==> config.mk <==
export PLATFORM = sky130hd
export DESIGN_NAME = apb_axi_ab_if
export DESIGN_NICKNAME = d
export VERILOG_FILES = /design/src/rtl/apb_axi_ab_if_pkg.sv /design/src/rtl/apb_axi_ab_if_fifo.sv /design/src/rtl/apb_axi_ab_if.sv
export SDC_FILE = /design/constraint.sdc
export NUM_CORES = 1
export LEC_CHECK = 0
export CAP_MARGIN = 25
export CORE_MARGIN = 2
export CORE_UTILIZATION = 45
export DETAILED_ROUTE_END_ITERATION = 8
export PLACE_DENSITY_LB_ADDON = 0.05
export SLEW_MARGIN = 10
export SYNTH_ARGS = -nofsm -noshare
export SYNTH_HDL_FRONTEND = slang
export SYNTH_SLANG_ARGS = --single-unit
==> constraint.sdc <==
create_clock -name clk -period 3.8 [get_ports clk]
set_input_delay 0.76 -clock clk [delete_from_list [all_inputs] [get_ports clk]]
set_output_delay 0.76 -clock clk [all_outputs]
set_load 0.01 [all_outputs]
==> src/rtl/apb_axi_ab_if_pkg.sv <==
// Shared constants and types for the APB register file / AXI A-B queue block.
package apb_axi_ab_if_pkg;

    localparam int AXI_ID_W   = 4;
    localparam int AXI_ADDR_W = 32;

    localparam logic [11:0] REG_CTRL    = 12'h000;
    localparam logic [11:0] REG_TIMING0 = 12'h004;
    localparam logic [11:0] REG_TIMING1 = 12'h008;
    localparam logic [11:0] REG_STATUS  = 12'h00C;

    localparam logic [1:0] BRESP_OKAY = 2'b00;

    typedef struct packed {
        logic [AXI_ID_W-1:0]   id;
        logic [AXI_ADDR_W-1:0] addr;
        logic [7:0]            len;
        logic [2:0]            size;
        logic [1:0]            burst;
    } a_req_t;

endpackage

==> src/rtl/apb_axi_ab_if_fifo.sv <==
// Generic synchronous FIFO; extra pointer MSB distinguishes full from empty.
module sal_sync_fifo #(
    parameter int WIDTH = 8,
    parameter int DEPTH = 2
) (
    input  logic             clk,
    input  logic             rst_n,
    input  logic             push_i,
    input  logic [WIDTH-1:0] data_i,
    input  logic             pop_i,
    output logic             full_o,
    output logic             empty_o,
    output logic [WIDTH-1:0] data_o
);
    localparam int PW = $clog2(DEPTH);

    logic [PW:0]      wr_q, wr_d, rd_q, rd_d;
    logic [WIDTH-1:0] mem_q [DEPTH];
    logic             do_push, do_pop;

    assign empty_o = (wr_q == rd_q);
    assign full_o  = (wr_q[PW] != rd_q[PW]) && (wr_q[PW-1:0] == rd_q[PW-1:0]);
    assign do_push = push_i && !full_o;
    assign do_pop  = pop_i && !empty_o;
    assign data_o  = mem_q[rd_q[PW-1:0]];

    always_comb begin
        wr_d = wr_q;
        rd_d = rd_q;
        if (do_push) wr_d = wr_q + (PW+1)'(1);
        if (do_pop)  rd_d = rd_q + (PW+1)'(1);
    end

    always_ff @(posedge clk or negedge rst_n) begin
        if (!rst_n) begin
            wr_q <= '0;
            rd_q <= '0;
        end else begin
            wr_q <= wr_d;
            rd_q <= rd_d;
        end
    end

    // Storage needs no reset: nothing is visible until a pointer moves.
    always_ff @(posedge clk) begin
        if (do_push) mem_q[wr_q[PW-1:0]] <= data_i;
    end

endmodule

==> src/rtl/apb_axi_ab_if.sv <==
// APB config registers plus AXI address-request and write-response queues.
module apb_axi_ab_if
    import apb_axi_ab_if_pkg::*;
#(
    parameter int AXI_ID_WIDTH   = AXI_ID_W,
    parameter int AXI_ADDR_WIDTH = AXI_ADDR_W,
    parameter int FIFO_DEPTH     = 2
) (
    input  logic                      clk,
    input  logic                      rst_n,
    input  logic                      psel,
    input  logic                      penable,
    input  logic                      pwrite,
    input  logic [11:0]               paddr,
    input  logic [31:0]               pwdata,
    output logic                      pready,
    output logic [31:0]               prdata,
    output logic                      pslverr,
    input  logic                      avalid,
    output logic                      aready,
    input  logic [AXI_ID_WIDTH-1:0]   aid,
    input  logic [AXI_ADDR_WIDTH-1:0] aaddr,
    input  logic [7:0]                alen,
    input  logic [2:0]                asize,
    input  logic [1:0]                aburst,
    output logic                      req_valid,
    input  logic                      req_ready,
    output logic [AXI_ID_WIDTH-1:0]   req_id,
    output logic [AXI_ADDR_WIDTH-1:0] req_addr,
    output logic [7:0]                req_len,
    output logic [2:0]                req_size,
    output logic [1:0]                req_burst,
    input  logic                      wdone_valid,
    output logic                      wdone_ready,
    input  logic [AXI_ID_WIDTH-1:0]   wdone_id,
    output logic                      bvalid,
    input  logic                      bready,
    output logic [AXI_ID_WIDTH-1:0]   bid,
    output logic [1:0]                bresp,
    output logic [31:0]               cfg_ctrl,
    output logic [31:0]               cfg_timing0,
    output logic [31:0]               cfg_timing1,
    input  logic [31:0]               status
);
    localparam int AW = AXI_ID_WIDTH + AXI_ADDR_WIDTH + 13;

    logic [31:0] ctrl_q, ctrl_d, tim0_q, tim0_d, tim1_q, tim1_d;
    logic        access, mapped, err;
    logic [31:0] rd_val;

    assign access = psel && penable && rst_n;

    always_comb begin
        mapped = 1'b1;
        rd_val = '0;
        case (paddr)
            REG_CTRL:    rd_val = ctrl_q;
            REG_TIMING0: rd_val = tim0_q;
            REG_TIMING1: rd_val = tim1_q;
            REG_STATUS:  rd_val = status;
            default:     mapped = 1'b0;
        endcase
    end

    // Misaligned addresses never match a mapped offset, but are flagged explicitly too.
    assign err     = !mapped || (paddr[1:0] != 2'b00) || (pwrite && paddr == REG_STATUS);
    assign pready  = access;
    assign pslverr = access && err;
    assign prdata  = (access && !err) ? rd_val : '0;

    always_comb begin
        ctrl_d = ctrl_q;
        tim0_d = tim0_q;
        tim1_d = tim1_q;
        if (access && pwrite && !err) begin
            case (paddr)
                REG_CTRL:    ctrl_d = pwdata;
                REG_TIMING0: tim0_d = pwdata;
                REG_TIMING1: tim1_d = pwdata;
                default:     ;
            endcase
        end
    end

    always_ff @(posedge clk or negedge rst_n) begin
        if (!rst_n) begin
            ctrl_q <= '0;
            tim0_q <= '0;
            tim1_q <= '0;
        end else begin
            ctrl_q <= ctrl_d;
            tim0_q <= tim0_d;
            tim1_q <= tim1_d;
        end
    end

    assign cfg_ctrl    = ctrl_q;
    assign cfg_timing0 = tim0_q;
    assign cfg_timing1 = tim1_q;

    logic          a_full, a_empty, b_full, b_empty;
    logic [AW-1:0] a_head;

    assign aready    = rst_n && !a_full;
    assign req_valid = !a_empty;
    assign {req_id, req_addr, req_len, req_size, req_burst} = a_head;

    sal_sync_fifo #(.WIDTH(AW), .DEPTH(FIFO_DEPTH)) u_a_fifo (
        .clk     (clk),
        .rst_n   (rst_n),
        .push_i  (avalid && aready),
        .data_i  ({aid, aaddr, alen, asize, aburst}),
        .pop_i   (req_valid && req_ready),
        .full_o  (a_full),
        .empty_o (a_empty),
        .data_o  (a_head)
    );

    assign wdone_ready = rst_n && !b_full;
    assign bvalid      = !b_empty;
    assign bresp       = BRESP_OKAY;

    sal_sync_fifo #(.WIDTH(AXI_ID_WIDTH), .DEPTH(FIFO_DEPTH)) u_b_fifo (
        .clk     (clk),
        .rst_n   (rst_n),
        .push_i  (wdone_valid && wdone_ready),
        .data_i  (wdone_id),
        .pop_i   (bvalid && bready),
        .full_o  (b_full),
        .empty_o (b_empty),
        .data_o  (bid)
    );

endmodule

==> run summary <==
Status -> finished, final reports clean
Mapped cell area -> 9200 µm²
Worst hold margin -> 0.263 ns
Row cnt -> 52
Slew margin rel. -> 47.0%
Min-Delay Path Class -> primary input to async pin
GRT Total Usage -> 21.3%
DP Worst Slack -> 0.319 ns
Critical register-to-register path startpoint -> u_a_fifo.rd_q[0]
Initial Util -> 45.6%
Worst Reg-to-Reg Cells -> 4
Data required, critical path -> 3.04 ns
Final worst path period share -> 91.9%
Netlist cell types -> 34
Area grow syn2layout -> 46.3%
Post-cts resize count -> 0
Die height -> 147 µm
Clock transition at path regs -> 0.06 ns
Final hold violations -> 0
Synth area leaders -> edfxtp_1 35%, dfrtp_1 28%, mux2_2 12%
Fmax -> 0.286 GHz
Final Wtd Congestion -> 0.831
Synthesized area per cell -> 18.2 µm²
Total CTS buffers -> 23
Worst Tran Pin Value -> 0.795 ns
CTS tree -> done
ANT nets after route -> 0
Fill count -> 1,400
#FFs+latches synth -> 210
Hold-fix buffers, CTS -> 0
Routed vias/inst -> 5.15
Total Power -> 6.56 mW
Cell count after synthesis -> 505
Initial antenna violation count -> 1
Pwr Density -> 488 nW/µm²
First-pass GRT wire length -> 35.9 mm
Core Footprint -> 20,200 µm²
Count leader, synth -> edfxtp_1
DR vias -> 5,809
# clock sinks -> 210
Largest net degree at the start of global routing -> 62
Clock Latency Late Sink -> 0.50 ns
Dpl hpwl -> 16.6 mm
Worst R2R End -> u_a_fifo.mem_q[1][26]
Residual DRC -> 0
H-Tree Depth -> 1
Port Buf Inserts -> 324
Yosys Warn Count -> 0
Peak VDD IR -> 0.400 mV
Register area share after synthesis -> 62.9%
CP Max Fanout -> 32
Die ar. -> 21,600 µm²
Leak pwr -> 5.22 nW
# setup viols final -> 0
Top Ports -> 327
DRT Pass-1 Iters -> 4
Clock root buffer -> clkbuf_16
Yosys top cell area share -> 34.6%
Die W -> 147 µm
Post-CTS Setup Bufs -> 0
Final min period -> 3.49 ns
Max-cap violation count -> 0
Placed cells -> 1,084
Deepest clock path buffer count -> 3
Critical path arrival -> 2.73 ns
Initial DRC Count -> 215
Total gr overflow -> 0
Fin Clk Skew -> 0.0127 ns
Setup CP Type -> primary input to primary output
Multi-input gate area -> 3200 µm²
Final worst slack -> 0.306 ns
Layout cells sized above 1 -> 28.0%
Reg area -> 5790 µm²
Number of global-route vias before repair -> 6,196
Area leader, netlist -> edfxtp_1
Post-synth top cells -> 106 x edfxtp_1, 104 x dfrtp_1, 99 x mux2_2
RSZ-0062 raised after global routing -> no
WL final -> 23.2 mm
Total Nets Final -> 977
WL/cell -> 20.6 µm
Setup tns final -> 0 ns
EDFF count, synth -> 106
Setup slack, reg-to-reg -> 1.47 ns
Synth Flop Type -> edfxtp_1
Startpoint types -> primary input
Crit. End Element -> primary output
Cell Count, Final, Fillers Out -> 1,127
Max Slew Vio Count -> 0
Async set-reset flop share out of synthesis -> 49.5%
## cells by family (layout without fill, tap and decap cells)
family / count (synthesis) / after routing / share of synthesized area [%]
other cells: 1 / 4 / 0.0408
buf+inv: 34 / 383 / 2.46
compound gates: 12 / 12 / 0.912
flops: 210 / 210 / 62.9
mux: 182 / 182 / 28.2
xor+xnor: 14 / 14 / 1.33
simple gates: 52 / 52 / 4.10
## final cells by class
| cell class | count | area share (%) |
|---|---|---|
| Sequential cell | 210 | 43.0 |
| Tap cell | 270 | 2.51 |
| Clock inverter | 8 | 0.484 |
| Inverter | 3 | 0.0837 |
| Timing Repair Buffer | 339 | 25.3 |
| Clock buffer | 33 | 4.78 |
| Antenna cell | 2 | 0.0372 |
| Multi-Input combinational cell | 262 | 23.8 |
## flip-flops by register name (all words and copies together), names as in the netlist
signal	flops
u_a_fifo.wr_q	2
u_a_fifo.rd_q	2
cfg_ctrl	32
u_a_fifo.mem_q	98
u_b_fifo.wr_q	2
cfg_timing0	32
u_b_fifo.rd_q	2
cfg_timing1	32
u_b_fifo.mem_q	8
## layout by cell type, fill, tap and decap left out, types with 4 or more instances in the layout
cell type,netlist,final
buf_12,0,5
buf_4,2,11
clkbuf_1,15,7
clkbuf_16,0,23
clkdlybuf4s50_1,0,321
dfrtp_1,104,103
edfxtp_1,106,106
mux2_2,99,99
mux2_4,50,50
mux4_2,32,32
nor2b_1,32,32
o211ai_1,4,4
xnor2_1,10,10
xor2_1,4,4
## per-stage QoR
step	instance area (µm²)	util, %
2_1_floorplan	9200	-
3_3_place_gp	12700	63.2
3_5_place_dp	12700	63.2
4_1_cts	13400	66.7
5_1_grt	13400	66.7
6_report	13500	66.7
## worst max path at each step
stage	startpoint	endpoint	slack, ns	cells past startpoint
after floorplan	rst_n	u_a_fifo.mem_q[0][0]	0.13	3
after global placement	paddr[7]	prdata[27]	0.36	6
after detailed placement	paddr[7]	prdata[10]	0.32	6
after CTS	paddr[7]	prdata[10]	0.30	6
after global routing	paddr[10]	prdata[0]	0.21	6
final	paddr[10]	prdata[10]	0.31	6
## critical path, stage by stage
cell	delay (ns)
clkdlybuf4s50_1	0.45
a311oi_1	0.35
nand4_1	0.14
buf_4	0.27
nor2b_1	0.19
clkdlybuf4s50_1	0.56
## power breakdown
part / total, mW / switching, mW / internal (mW)
sequential: 2.81 / 0.157 / 2.66
combinational: 1.66 / 0.700 / 0.955
clock: 2.09 / 0.851 / 1.24
total: 6.56 / 1.71 / 4.85
## layer usage
metal / global-route usage, % / part of all wire, % / vias to the layer above
li1: - / - / 2600
met1: 26.8 / 39 / 2913
met2: 35.6 / 50 / 250
met3: 6.30 / 8.2 / 44
met4: 6.92 / 2.5 / 2
met5: 0 / 0.056 / -
Note: power is estimated with default switching activity, not from simulation.
